`config.mk`:
```
export PLATFORM = sky130hd
export DESIGN_NAME = keypad_entry
export DESIGN_NICKNAME = d
export VERILOG_FILES = /design/src/rtl/keypad_entry.sv
export SDC_FILE = /design/constraint.sdc
export NUM_CORES = 1
export LEC_CHECK = 0
export ABC_CLOCK_PERIOD_IN_PS = 3150
export CAP_MARGIN = 10
export CORE_UTILIZATION = 45
export CTS_CLUSTER_DIAMETER = 100
export DETAILED_ROUTE_END_ITERATION = 12
export PLACE_DENSITY = 0.63
export SLEW_MARGIN = 20
export SYNTH_ARGS = -nofsm -noshare
export SYNTH_HDL_FRONTEND = slang
export SYNTH_SLANG_ARGS = --single-unit
```
`constraint.sdc`:
```
create_clock -name clk -period 3.15 [get_ports clk]
set_clock_uncertainty 0.1 [all_clocks]
set_input_delay 0.63 -clock clk [delete_from_list [all_inputs] [get_ports clk]]
set_output_delay 0.63 -clock clk [all_outputs]
set_load 0.02 [all_outputs]
```
`src/rtl/keypad_entry.sv`:
```
// keypad_entry: scans a 4x4 active-low matrix keypad one row at a time,
// debounces press and release, decodes the key and builds a 0..255 decimal
// entry. '#' commits the entry, '*' clears it, A-D are reported but inert.
//
// Handshake: key_valid and commit are single-cycle strobes with no back-pressure.
// key_code is valid whenever key_valid is high. commit is raised exactly one
// cycle after the key_valid that carried '#'. committed is valid from that cycle on.
module keypad_entry #(
    parameter int CLK_HZ         = 50_000_000,
    parameter int SCAN_HZ        = 1000,
    parameter int DEBOUNCE_SCANS = 4
) (
    input  logic       clk,
    input  logic       rst_n,
    output logic [3:0] row,
    input  logic [3:0] col,
    output logic [3:0] key_code,
    output logic       key_valid,
    output logic [7:0] value,
    output logic [1:0] digits,
    output logic [7:0] committed,
    output logic       commit
);

    localparam int TICK_DIV = CLK_HZ / (SCAN_HZ * 4);
    localparam int DIV_W    = (TICK_DIV > 1) ? $clog2(TICK_DIV) : 1;
    localparam int CNT_W    = $clog2(DEBOUNCE_SCANS + 1);
    localparam logic [DIV_W-1:0] DIV_LAST = DIV_W'(TICK_DIV - 1);
    localparam logic [CNT_W-1:0] CNT_DONE = CNT_W'(DEBOUNCE_SCANS);

    typedef enum logic [1:0] {
        SCAN     = 2'd0,
        DEBOUNCE = 2'd1,
        HELD     = 2'd2
    } state_t;

    state_t           state_q, state_d;
    logic [DIV_W-1:0] div_q;
    logic             tick;
    logic [3:0]       col_meta, col_sync;
    logic [3:0]       col_low;
    logic             any_low;
    logic [1:0]       first_col;
    logic [1:0]       row_idx_q, row_idx_d;
    logic [1:0]       key_col_q, key_col_d;
    logic [CNT_W-1:0] cnt_q, cnt_d;
    logic             load_key;
    logic [11:0]      acc_tmp;
    logic [7:0]       acc_sat;

    // Map a (row, column) position to its key code.
    function automatic logic [3:0] decode_key(input logic [1:0] r, input logic [1:0] c);
        logic [3:0] code;
        case ({r, c})
            4'b00_00: code = 4'd1;
            4'b00_01: code = 4'd2;
            4'b00_10: code = 4'd3;
            4'b00_11: code = 4'd10;
            4'b01_00: code = 4'd4;
            4'b01_01: code = 4'd5;
            4'b01_10: code = 4'd6;
            4'b01_11: code = 4'd11;
            4'b10_00: code = 4'd7;
            4'b10_01: code = 4'd8;
            4'b10_10: code = 4'd9;
            4'b10_11: code = 4'd12;
            4'b11_00: code = 4'd14;
            4'b11_01: code = 4'd0;
            4'b11_10: code = 4'd15;
            default:  code = 4'd13;
        endcase
        return code;
    endfunction

    assign tick    = (div_q == DIV_LAST);
    assign col_low = ~col_sync;
    assign any_low = |col_low;
    assign row     = ~(4'b0001 << row_idx_q);

    // Scan-rate divider: one tick per row step.
    always_ff @(posedge clk or negedge rst_n) begin
        if (!rst_n) begin
            div_q <= '0;
        end else if (tick) begin
            div_q <= '0;
        end else begin
            div_q <= div_q + DIV_W'(1);
        end
    end

    // Two-flop synchroniser for the asynchronous column inputs.
    always_ff @(posedge clk or negedge rst_n) begin
        if (!rst_n) begin
            col_meta <= 4'hF;
            col_sync <= 4'hF;
        end else begin
            col_meta <= col;
            col_sync <= col_meta;
        end
    end

    // Lowest low column wins when several are pressed together.
    always_comb begin
        casez (col_low)
            4'b???1: first_col = 2'd0;
            4'b??10: first_col = 2'd1;
            4'b?100: first_col = 2'd2;
            default: first_col = 2'd3;
        endcase
    end

    // Scan/debounce FSM state and counters.
    always_ff @(posedge clk or negedge rst_n) begin
        if (!rst_n) begin
            state_q   <= SCAN;
            row_idx_q <= 2'd0;
            key_col_q <= 2'd0;
            cnt_q     <= '0;
        end else begin
            state_q   <= state_d;
            row_idx_q <= row_idx_d;
            key_col_q <= key_col_d;
            cnt_q     <= cnt_d;
        end
    end

    // Next-state logic. Everything advances only on the scan tick.
    always_comb begin
        state_d   = state_q;
        row_idx_d = row_idx_q;
        key_col_d = key_col_q;
        cnt_d     = cnt_q;
        load_key  = 1'b0;
        if (tick) begin
            case (state_q)
                SCAN: begin
                    if (any_low) begin
                        key_col_d = first_col;
                        cnt_d     = CNT_W'(1);
                        state_d   = DEBOUNCE;
                    end else begin
                        row_idx_d = row_idx_q + 2'd1;
                    end
                end
                DEBOUNCE: begin
                    if (col_low[key_col_q]) begin
                        cnt_d = cnt_q + CNT_W'(1);
                        if (cnt_d == CNT_DONE) begin
                            load_key = 1'b1;
                            cnt_d    = '0;
                            state_d  = HELD;
                        end
                    end else begin
                        cnt_d     = '0;
                        row_idx_d = row_idx_q + 2'd1;
                        state_d   = SCAN;
                    end
                end
                HELD: begin
                    if (any_low) begin
                        cnt_d = '0;
                    end else begin
                        cnt_d = cnt_q + CNT_W'(1);
                        if (cnt_d == CNT_DONE) begin
                            cnt_d     = '0;
                            row_idx_d = row_idx_q + 2'd1;
                            state_d   = SCAN;
                        end
                    end
                end
                default: begin
                    cnt_d   = '0;
                    state_d = SCAN;
                end
            endcase
        end
    end

    // Register the decoded key and raise key_valid for one cycle.
    always_ff @(posedge clk or negedge rst_n) begin
        if (!rst_n) begin
            key_code  <= 4'd0;
            key_valid <= 1'b0;
        end else begin
            key_valid <= load_key;
            if (load_key) begin
                key_code <= decode_key(row_idx_q, key_col_q);
            end
        end
    end

    assign acc_tmp = ({4'd0, value} * 12'd10) + {8'd0, key_code};
    assign acc_sat = (acc_tmp > 12'd255) ? 8'hFF : acc_tmp[7:0];

    // Entry buffer: accumulate digits, clear on '*', commit on '#'.
    always_ff @(posedge clk or negedge rst_n) begin
        if (!rst_n) begin
            value     <= 8'd0;
            digits    <= 2'd0;
            committed <= 8'd0;
            commit    <= 1'b0;
        end else begin
            commit <= 1'b0;
            if (key_valid) begin
                if (key_code <= 4'd9) begin
                    if (digits != 2'd3) begin
                        value  <= acc_sat;
                        digits <= digits + 2'd1;
                    end
                end else if (key_code == 4'd14) begin
                    value  <= 8'd0;
                    digits <= 2'd0;
                end else if (key_code == 4'd15) begin
                    committed <= value;
                    commit    <= 1'b1;
                    value     <= 8'd0;
                    digits    <= 2'd0;
                end
            end
        end
    end

endmodule
```
==> metrics.md <==
| Metric | Value |
|---|---|
| Final slew viol count | `0` |
| Synth top area share | `38.7%` |
| I/O pin total | `34` |
| Share of cells above drive strength 1 | `12.3%` |
| Num Clock Sinks | `55` |
| Min-Delay Path Class | `reg -> reg` |
| Post-route setup TNS | `0 ns` |
| CTS resizes | `0` |
| Outcome | `complete, but fails checks` |
| Average cell area after synthesis | `10.7 um^2` |
| 1st-iter DRT viols | `162` |
| Final Hold Slack | `0.261 ns` |
| Vias in the first global route | `2,134` |
| Arrival @ worst endpoint | `3.04 ns` |
| Layout fillers | `552` |
| Top delay family on crit path | `adder cells` |
| GPL Wtd Cong | `0.869` |
| Area grow syn2layout | `17.7%` |
| Clock buffer depth | `2` |
| TritonCTS buffer count | `5` |
| Worst skew pair latency | `0.31 ns` |
| Synthesized area | `3040 um^2` |
| Sequential fraction of the synthesis area | `45.6%` |
| Row count | `29` |
| Worst-path clk slew | `0.10 ns` |
| First-pass GRT wire length | `10,100 um` |
| Crit Path Category | `reg -> reg` |
| Most area-consuming cells after synthesis | `dfrtp_1 39%, ha_1 12%, dfstp_2 6.9%, mux2_2 4.8%, nand2_1 3.8%` |
| Setup crit end kind | `flip-flop` |
| Worst Path Max Fanout | `8` |
| P per Cell Area | `321 nW/um^2` |
| Max-cap viol count | `0` |
| DR vias | `2,187` |
| Drt first pass iters | `8` |
| Synth area leader | `dfrtp_1` |
| Cell leakage power | `0.00166 uW` |
| Die ar. | `7090 um^2` |
| Final ANT Viol Nets | `0` |
| Syn_nets | `321` |
| Post-layout min period | `2.98 ns` |
| DRC Markers | `8` |
| RSZ-0062 raised after global routing | `false` |
| CP Cell Sequence | `ha_1 -> ha_1 -> fa_1 -> and3_1 -> or3_1 -> a211o_1 -> mux2i_2 -> a32oi_1` |
| Violated checks | `design-rule violations` |
| Placed wire-length estimate | `4160 um` |
| Effective utilization at floorplan | `47.4%` |
| Routed WL | `5920 um` |
| Ys async rst share | `100%` |
| Distinct cells, synth | `51` |
| PortBufs | `33` |
| CP bufs+invs | `0` |
| Maximum vdd drop | `0.257 mV` |
| Final nets | `361` |
| Max stage delay cell, worst path | `fa_1` |
| Worst-margin pin slew | `0.736 ns` |
| Synth warnings | `0` |
| Setup Viol. Count Final | `0` |
| H-Tree Depth | `2` |
| Wire length per cell | `14.7 um` |
| Post-CTS Setup Bufs | `0` |
| Worst Path Required | `3.21 ns` |
| Post-synth EDFFs | `0` |
| Grt ovf | `0` |
| Final hold vios | `0` |
| CTS root buf | `clkbuf_8` |
| Startpoint types | `flip-flop` |
| CTS tree | `built` |
| Post-Syn Instances | `285` |
| Main synth FF type | `dfrtp_1` |
| Largest net degree at the start of global routing | `56` |
| Tot GR Track Use | `17.9%` |
| Max incr delay on CP | `0.42 ns` |
| CORE AREA | `6420 um^2` |
| Period utilisation layout | `94.6%` |
| Crit path top cell by count | `ha_1` |
| Initial antenna violation count | `0` |
| Count leader, synth | `dfrtp_1` |
| Slew HR | `50.8%` |
| Via density | `5.43` |
| Max frequency | `0.335 GHz` |
| Antenna diodes | `0` |
| Commonest cells post-synth | `47 x dfrtp_1, 31 x nand2_1, 28 x ha_1, 17 x nor2_1` |
| Die span in x | `84.2 um` |
| DIE HEIGHT | `84.2 um` |
| Yosys reg bits | `55` |
| # hold bufs at CTS | `0` |
## where the power goes
group          internal [uW]  total (uW)  leakage (uW)  switching [uW]
clock                    181         408     0.0000484             227
combinational           6.88        22.6      0.000886            15.7
sequential               715         718      0.000727            2.64
total                    903        1150       0.00166             245
## cell usage in the layout, fill, tap and decap left out, drive strengths merged, types with 2 or more instances in the layout
cell,synthesis,routed
a211oi,2,2
a21o,4,4
a21oi,14,14
a32oi,7,7
and3,4,4
buf,2,7
clkbuf,4,7
clkdlybuf4s50,0,32
dfrtp,47,47
dfstp,8,8
fa,2,2
ha,28,28
inv,14,14
mux2,14,14
mux2i,5,5
nand2,31,31
nand2b,3,3
nand3,12,12
nand3b,2,2
nand4,2,2
nand4b,2,2
nor2,18,18
nor3,3,3
o21a,2,2
o21ai,14,14
or3,2,2
or4,2,2
xnor2,9,9
xor2,10,10
## worst paths after layout
path | startpoint | endpoint | slack (ns) | depth (start not counted)
max reg2reg | value[1] | value[5] | 0.17 | 8
min | col_meta[3] | col_sync[3] | 0.26 | 0
min in group asynchronous | rst_n | committed[0] | 0.34 | 2
max | value[1] | value[5] | 0.17 | 8
max in group asynchronous | rst_n | value[6] | 2.13 | 2
min reg2reg | col_meta[3] | col_sync[3] | 0.26 | 0
## worst register-to-register path: cells and delay by family, from the launching register on
family / cells / cell delay, ns
multiplexers: 1 / 0.38
AO/OA/AOI/OAI: 2 / 0.49
adder cells (fa/ha/maj): 3 / 0.95
AND/OR/NAND/NOR: 2 / 0.51
flip-flops: 1 / 0.39
## layer usage
| layer | GRT usage [%] | wire (um) | part of all wire (%) |
|---|---|---|---|
| met1 | 24.9 | 2900 | 49 |
| met2 | 28.3 | 2730 | 46 |
| met3 | 3.64 | 200 | 3.4 |
| met4 | 5.96 | 87 | 1.5 |
| met5 | 0 | 0 | 0 |
## logic make-up (layout without fill, tap and decap cells)
logic type	Yosys count	in the layout	share of synthesized area [%]
xor+xnor	19	19	5.47
flops	55	55	45.6
compound gates	55	55	12.0
simple gates	87	87	14.7
mux	19	19	6.95
buf+inv	20	61	2.51
fa+ha+maj	30	30	12.8
## registers in the layout, summed over array words and instances, names as in the netlist, 2 cells and up
| register | cells |
|---|---|
| div_q | 14 |
| committed | 8 |
| value | 8 |
| col_meta | 4 |
| col_sync | 4 |
| key_code | 4 |
| cnt_q | 3 |
| digits | 2 |
| key_col_q | 2 |
| row_idx_q | 2 |
| state_q | 2 |
## per-stage QoR
step           util, %  instance area, um^2  setup slack [ns]  std cells  power, uW
6_report          55.7                 3580             0.169        403       1150
3_5_place_dp      54.3                 3480             0.211        395        755
4_1_cts           55.7                 3580             0.186        403       1170
3_3_place_gp      54.3                 3480             0.224        395        754
2_1_floorplan        -                 3040             0.222        285        733
5_1_grt           55.7                 3580            0.0491        403       1200
## final cells by class
cell class	count	area (um^2)	share of cell area (%)
clock buffers	7	86.3	2.41
clock inverters	1	8.76	0.245
inverters	14	52.6	1.47
multi-input cells	210	1580	44.1
flip-flops and latches	55	1390	38.7
well taps	77	96.3	2.69
repair buffers	39	370	10.3
No activity file was read; power rests on OpenSTA's default activity.
